**src/rtl/bu_exec.sv**
```systemverilog
// Branch execution unit: resolves branch/JAL/JALR direction and target into a
// single result register with misprediction flag and JAL/JALR link broadcast.
// Optional retire statistics are compiled in with `define BU_STATS_EN.
module bu_exec #(
  parameter int XLEN   = 32,
  parameter int PREG_W = 7,
  parameter int ROB_W  = 4
) (
  input  logic              clk,
  input  logic              reset,
  input  logic              valid_in,
  output logic              fu_rdy,
  input  logic [XLEN-1:0]   pc,
  input  logic [6:0]        opcode,
  input  logic [2:0]        func3,
  input  logic [XLEN-1:0]   imm,
  input  logic [PREG_W-1:0] prd,
  input  logic [ROB_W-1:0]  rob_index,
  input  logic [XLEN-1:0]   rs1_val,
  input  logic [XLEN-1:0]   rs2_val,
  input  logic              pred_taken,
  input  logic [XLEN-1:0]   pred_target,
  input  logic              out_ready,
  output logic              out_valid,
  output logic [ROB_W-1:0]  out_rob_index,
  output logic              out_mispredict,
  output logic              out_taken,
  output logic [XLEN-1:0]   out_redirect_pc,
  output logic              cdb_valid,
  output logic [PREG_W-1:0] cdb_tag,
  output logic [XLEN-1:0]   cdb_data,
`ifdef BU_STATS_EN
  output logic [31:0]       stat_branches,
  output logic [31:0]       stat_mispredicts,
`endif
  input  logic              flush
);

  localparam logic [6:0] OP_BRANCH = 7'b1100011;
  localparam logic [6:0] OP_JAL    = 7'b1101111;
  localparam logic [6:0] OP_JALR   = 7'b1100111;

  logic              r_valid;
  logic [ROB_W-1:0]  r_rob_index;
  logic              r_mispredict;
  logic              r_taken;
  logic [XLEN-1:0]   r_redirect_pc;
  logic              r_is_link;
  logic [PREG_W-1:0] r_tag;
  logic [XLEN-1:0]   r_link_data;

  logic            w_is_br;
  logic            w_is_link;
  logic            w_cond;
  logic            w_taken;
  logic [XLEN-1:0] w_pc4;
  logic [XLEN-1:0] w_target;
  logic [XLEN-1:0] w_redirect;
  logic            w_mispredict;
  logic            w_accept;

  always_comb begin
    w_is_br   = (opcode == OP_BRANCH);
    w_is_link = (opcode == OP_JAL) || (opcode == OP_JALR);
    w_pc4     = pc + XLEN'(4);
    w_cond    = 1'b0;
    case (func3)
      3'b000:  w_cond = (rs1_val == rs2_val);
      3'b001:  w_cond = (rs1_val != rs2_val);
      3'b100:  w_cond = ($signed(rs1_val) <  $signed(rs2_val));
      3'b101:  w_cond = ($signed(rs1_val) >= $signed(rs2_val));
      3'b110:  w_cond = (rs1_val <  rs2_val);
      3'b111:  w_cond = (rs1_val >= rs2_val);
      default: w_cond = 1'b0;
    endcase
    w_taken = (w_is_br && w_cond) || w_is_link;
    // JALR target comes from rs1 with the LSB forced to zero; everything else is PC-relative.
    if (opcode == OP_JALR)
      w_target = (rs1_val + imm) & {{(XLEN-1){1'b1}}, 1'b0};
    else
      w_target = pc + imm;
    w_redirect   = w_taken ? w_target : w_pc4;
    w_mispredict = (w_taken != pred_taken) || (w_taken && (w_target != pred_target));
  end

  assign fu_rdy   = !r_valid || out_ready;
  assign w_accept = valid_in && fu_rdy && !flush;

  always_ff @(posedge clk) begin
    if (reset) begin
      r_valid       <= 1'b0;
      r_rob_index   <= '0;
      r_mispredict  <= 1'b0;
      r_taken       <= 1'b0;
      r_redirect_pc <= '0;
      r_is_link     <= 1'b0;
      r_tag         <= '0;
      r_link_data   <= '0;
    end else if (flush) begin
      r_valid <= 1'b0;
    end else if (w_accept) begin
      r_valid       <= 1'b1;
      r_rob_index   <= rob_index;
      r_mispredict  <= w_mispredict;
      r_taken       <= w_taken;
      r_redirect_pc <= w_redirect;
      r_is_link     <= w_is_link;
      r_tag         <= prd;
      r_link_data   <= w_pc4;
    end else if (out_ready) begin
      r_valid <= 1'b0;
    end
  end

  assign out_valid       = r_valid;
  assign out_rob_index   = r_rob_index;
  assign out_mispredict  = r_mispredict;
  assign out_taken       = r_taken;
  assign out_redirect_pc = r_redirect_pc;
  assign cdb_valid       = r_valid && r_is_link;
  assign cdb_tag         = r_tag;
  assign cdb_data        = r_link_data;

`ifdef BU_STATS_EN
  logic [31:0] r_stat_branches;
  logic [31:0] r_stat_mispredicts;
  logic        w_retire;

  // A result flushed in the same cycle it would drain is discarded, not retired.
  assign w_retire = r_valid && out_ready && !flush;

  always_ff @(posedge clk) begin
    if (reset) begin
      r_stat_branches    <= '0;
      r_stat_mispredicts <= '0;
    end else if (w_retire) begin
      if (r_stat_branches != 32'hFFFF_FFFF)
        r_stat_branches <= r_stat_branches + 32'd1;
      if (r_mispredict && (r_stat_mispredicts != 32'hFFFF_FFFF))
        r_stat_mispredicts <= r_stat_mispredicts + 32'd1;
    end
  end

  assign stat_branches    = r_stat_branches;
  assign stat_mispredicts = r_stat_mispredicts;
`endif

endmodule

```
**config.mk**
```make
export PLATFORM = sky130hd
export DESIGN_NAME = bu_exec
export DESIGN_NICKNAME = d
export VERILOG_FILES = /design/src/rtl/bu_exec.sv
export SDC_FILE = /design/constraint.sdc
export NUM_CORES = 1
export LEC_CHECK = 0
export BUFFER_PORTS_ARGS = -buffer_cell sky130_fd_sc_hd__clkbuf_2
export CAP_MARGIN = 10
export CELL_PAD_IN_SITES_DETAIL_PLACEMENT = 0
export CELL_PAD_IN_SITES_GLOBAL_PLACEMENT = 2
export CORE_MARGIN = 2
export CORE_UTILIZATION = 32
export DETAILED_ROUTE_END_ITERATION = 10
export PLACE_DENSITY_LB_ADDON = 0.1
export SETUP_SLACK_MARGIN = 0.02
export SYNTH_ARGS = -nofsm -noshare
export SYNTH_HDL_FRONTEND = slang
export SYNTH_SLANG_ARGS = --single-unit
```
**constraint.sdc**
```tcl
create_clock -name clk -period 7.4 [get_ports clk]
set_input_delay 1.11 -clock clk [delete_from_list [all_inputs] [get_ports clk]]
set_output_delay 1.11 -clock clk [all_outputs]
set_load 0.01 [all_outputs]
```
==> metrics.yaml <==
r2r_cells: 12
tns_ns: 0
fp-row-count: 62
clock_sinks: 79
routed-via-count: 10230
clk_latency_ns: 0.33
synthDominantCellAreaShare_pct: 16.83
fin_cells: 1903
worstPathMaxFanout: 5
worst_setup_path_start_kind: "primary input"
clk_pin_slew_ns: 0.06
critPathArrivalTime_ns: 5.03
seqCellArea_um2: 1582
status: "finished, final reports clean"
cts_resized: 0
netlist_instances: 1288
synth_common_cells: "nand2_1 (159), nor2_1 (127), a21oi_1 (120)"
p_per_area_nw_per_um2: 146.1
cts_buffers: 9
synth.largest_area_cell: "dfxtp_1"
chipHeight_um: 175.4
pin_count: 267
track_usage_pct: 23.67
async_reset_ff_share_pct: 0
end_kind: "register"
layout-drive-gt1-share_pct: 21.01
route.detailed.drc: 0
die_area_um2: 30750
clock_path_buffers: 2
maxCapViolCount: 0
worst_slew_pin_slew_ns: 1.114
synth.distinct_cells: 89
synthFlopType: "dfxtp_1"
die_w_um: 175.4
vias_per_cell: 5.374
ant_nets: 0
synth-seq-cells: 79
grt_pass1_wl_mm: 56.68
ys_warn_count: 0
grt_max_degree: 81
grt_pass1_vias: 9707
setup_viol: 0
slew_headroom_pct: 25.75
firstDrtPassIters: 5
cts_root_buffer: "clkbuf_16"
yosysMostFrequentCell: "nand2_1"
slowest_delay_ns: 0.73
grt.overflow.total: 0
synth-edff-count: 0
hp-class: "reg -> reg"
dpl.hpwl_mm: 31.53
max-vdd-ir-drop_v: 0.0001109
path_cells: "clkbuf_2, and2_1, fa_1, a21o_1, a221oi_4, o311ai_2, a211oi_1, o21ai_0, nand4_1, nand4_1, a2111oi_0, nand4_1, nor4b_2, nor3_1"
multi_input_area_um2: 7340
dpl.cell_count: 1886
nFillCells: 3148
finalClockSkew_ns: 0.005351
cts_tree: "built"
cts_setup_buffers: 0
initial_core_util_pct: 32.64
syn_area_um2: 9395
final_util_pct: 39.28
io_buffer_count: 266
crit_slowest_cell: "a2111oi_0"
criticalPathCategory: "in -> reg"
worstPathRequired_ns: 7.58
fmax_mhz: 206.5
core_um2: 28780
post_synth.cell_area_avg_um2: 7.294
period_share_pct: 65.43
synth_area_leaders: "dfxtp_1 (17%), ha_1 (13%), a21oi_1 (6.4%), nand2_1 (6.4%), nor2_1 (5.1%)"
hold-path-cell-count: 2
slew_viol_final: 0
period_needed_ns: 4.842
path_buf_inv: 1
critPathMostFrequentCell: "nand4_1"
cts_max_level: 3
hold_violations: 0
holdBufCountCts: 0
gp_congestion: 0.9159
wl_per_cell_um: 19.67
syn_to_final_growth_pct: 20.34
rsz0062_at_grt: "no"
finalNetCount: 1796
r2r_setup_slack_ns: 3.76
cp_num_cells: 14
antenna_found_initial: 1
crit_family: "compound AO/OA/AOI/OAI gates"
drtIter0Drc: 558
totalWireLength_mm: 37.43
seq_area_frac_synth_pct: 16.83
p_leak_nw: 5.055
syn_nets: 1571
-- cells in the final DEF, fill, tap and decap left out, types with 22 or more instances in the layout --
cell      count
xor2_1       50
nand2_1     159
a21o_1       30
o21ai_0      45
a211oi_1     38
a21oi_1     120
xnor2_1      49
inv_1        54
ha_1         94
nor2_1      126
nand3_1      37
clkbuf_2    266
o211ai_1     22
nor3_1       36
dfxtp_1      79
nand4_1      32
-- cell families (layout without fill, tap and decap cells) --
group / count (synthesis) / count (layout) / synth area share, %
and+or+nand+nor: 503 / 503 / 25.84
AOI/OAI and AO/OA: 372 / 372 / 26.94
buffers and inverters: 114 / 344 / 5.127
xor gates and xnor gates: 102 / 102 / 9.961
adders and majority gates: 96 / 96 / 12.94
DFF: 79 / 79 / 16.83
muxes: 22 / 22 / 2.357
other: 0 / 1 / 0
-- stage by stage --
step           setup slack [ns]  hold WS [ns]   power, W  area [µm²]
2_1_floorplan             3.455        0.4463  0.0009451        9395
3_3_place_gp              2.167        0.4389   0.001207       11000
3_5_place_dp              2.128        0.4477   0.001204       11000
4_1_cts                   2.472        0.4558   0.001664       11300
5_1_grt                   2.239        0.4666   0.001761       11300
6_report                  2.558        0.4519   0.001651       11310
-- state kept, by name, indices dropped and copies added, names as in the netlist --
name and cells:
out_mispredict 1, out_redirect_pc 32, out_taken 1, out_valid 1, cdb_data 32, out_rob_index 4
r_is_link 1, cdb_tag 7
-- layer usage --
layer	vias to the layer above	part of all wire, %	GRT usage [%]
met5	-	0	0
met1	4682	50	35.14
li1	5192	-	-
met3	21	5.4	1.926
met2	331	43	37.19
met4	0	1.5	4.896
-- power breakdown --
group,switching [W],leakage [nW],internal (W),total (W)
Clock,0.000181,0.137,0.000272,0.000453
Combinational,0.000448,4.27,0.000288,0.000735
Sequential,0.0000129,0.648,0.000450,0.000463
-- path summary, 6_finish.rpt --
path | start | to
worst min-delay path | out_redirect_pc[1] | out_redirect_pc[1]
worst max-delay path | imm[0] | out_mispredict
worst max register to register | out_valid | out_mispredict
worst min register to register | out_redirect_pc[1] | out_redirect_pc[1]
-- tightest hold or removal path, stage by stage, from the launching register on --
cell and delay, ns:
dfxtp_1 0.31, nand2_1 0.05, a21oi_1 0.05
-- cell type report --
| type | count | share of cell area [%] |
|---|---|---|
| antenna | 1 | 0.02213 |
| clock buffer | 10 | 2.114 |
| clock inverter | 6 | 0.6087 |
| inverter | 54 | 1.793 |
| multi-input combinational | 1095 | 64.92 |
| sequential | 79 | 13.99 |
| tap | 384 | 4.250 |
| timing repair buffer | 274 | 12.31 |
No activity file was read; power rests on OpenSTA's default activity.
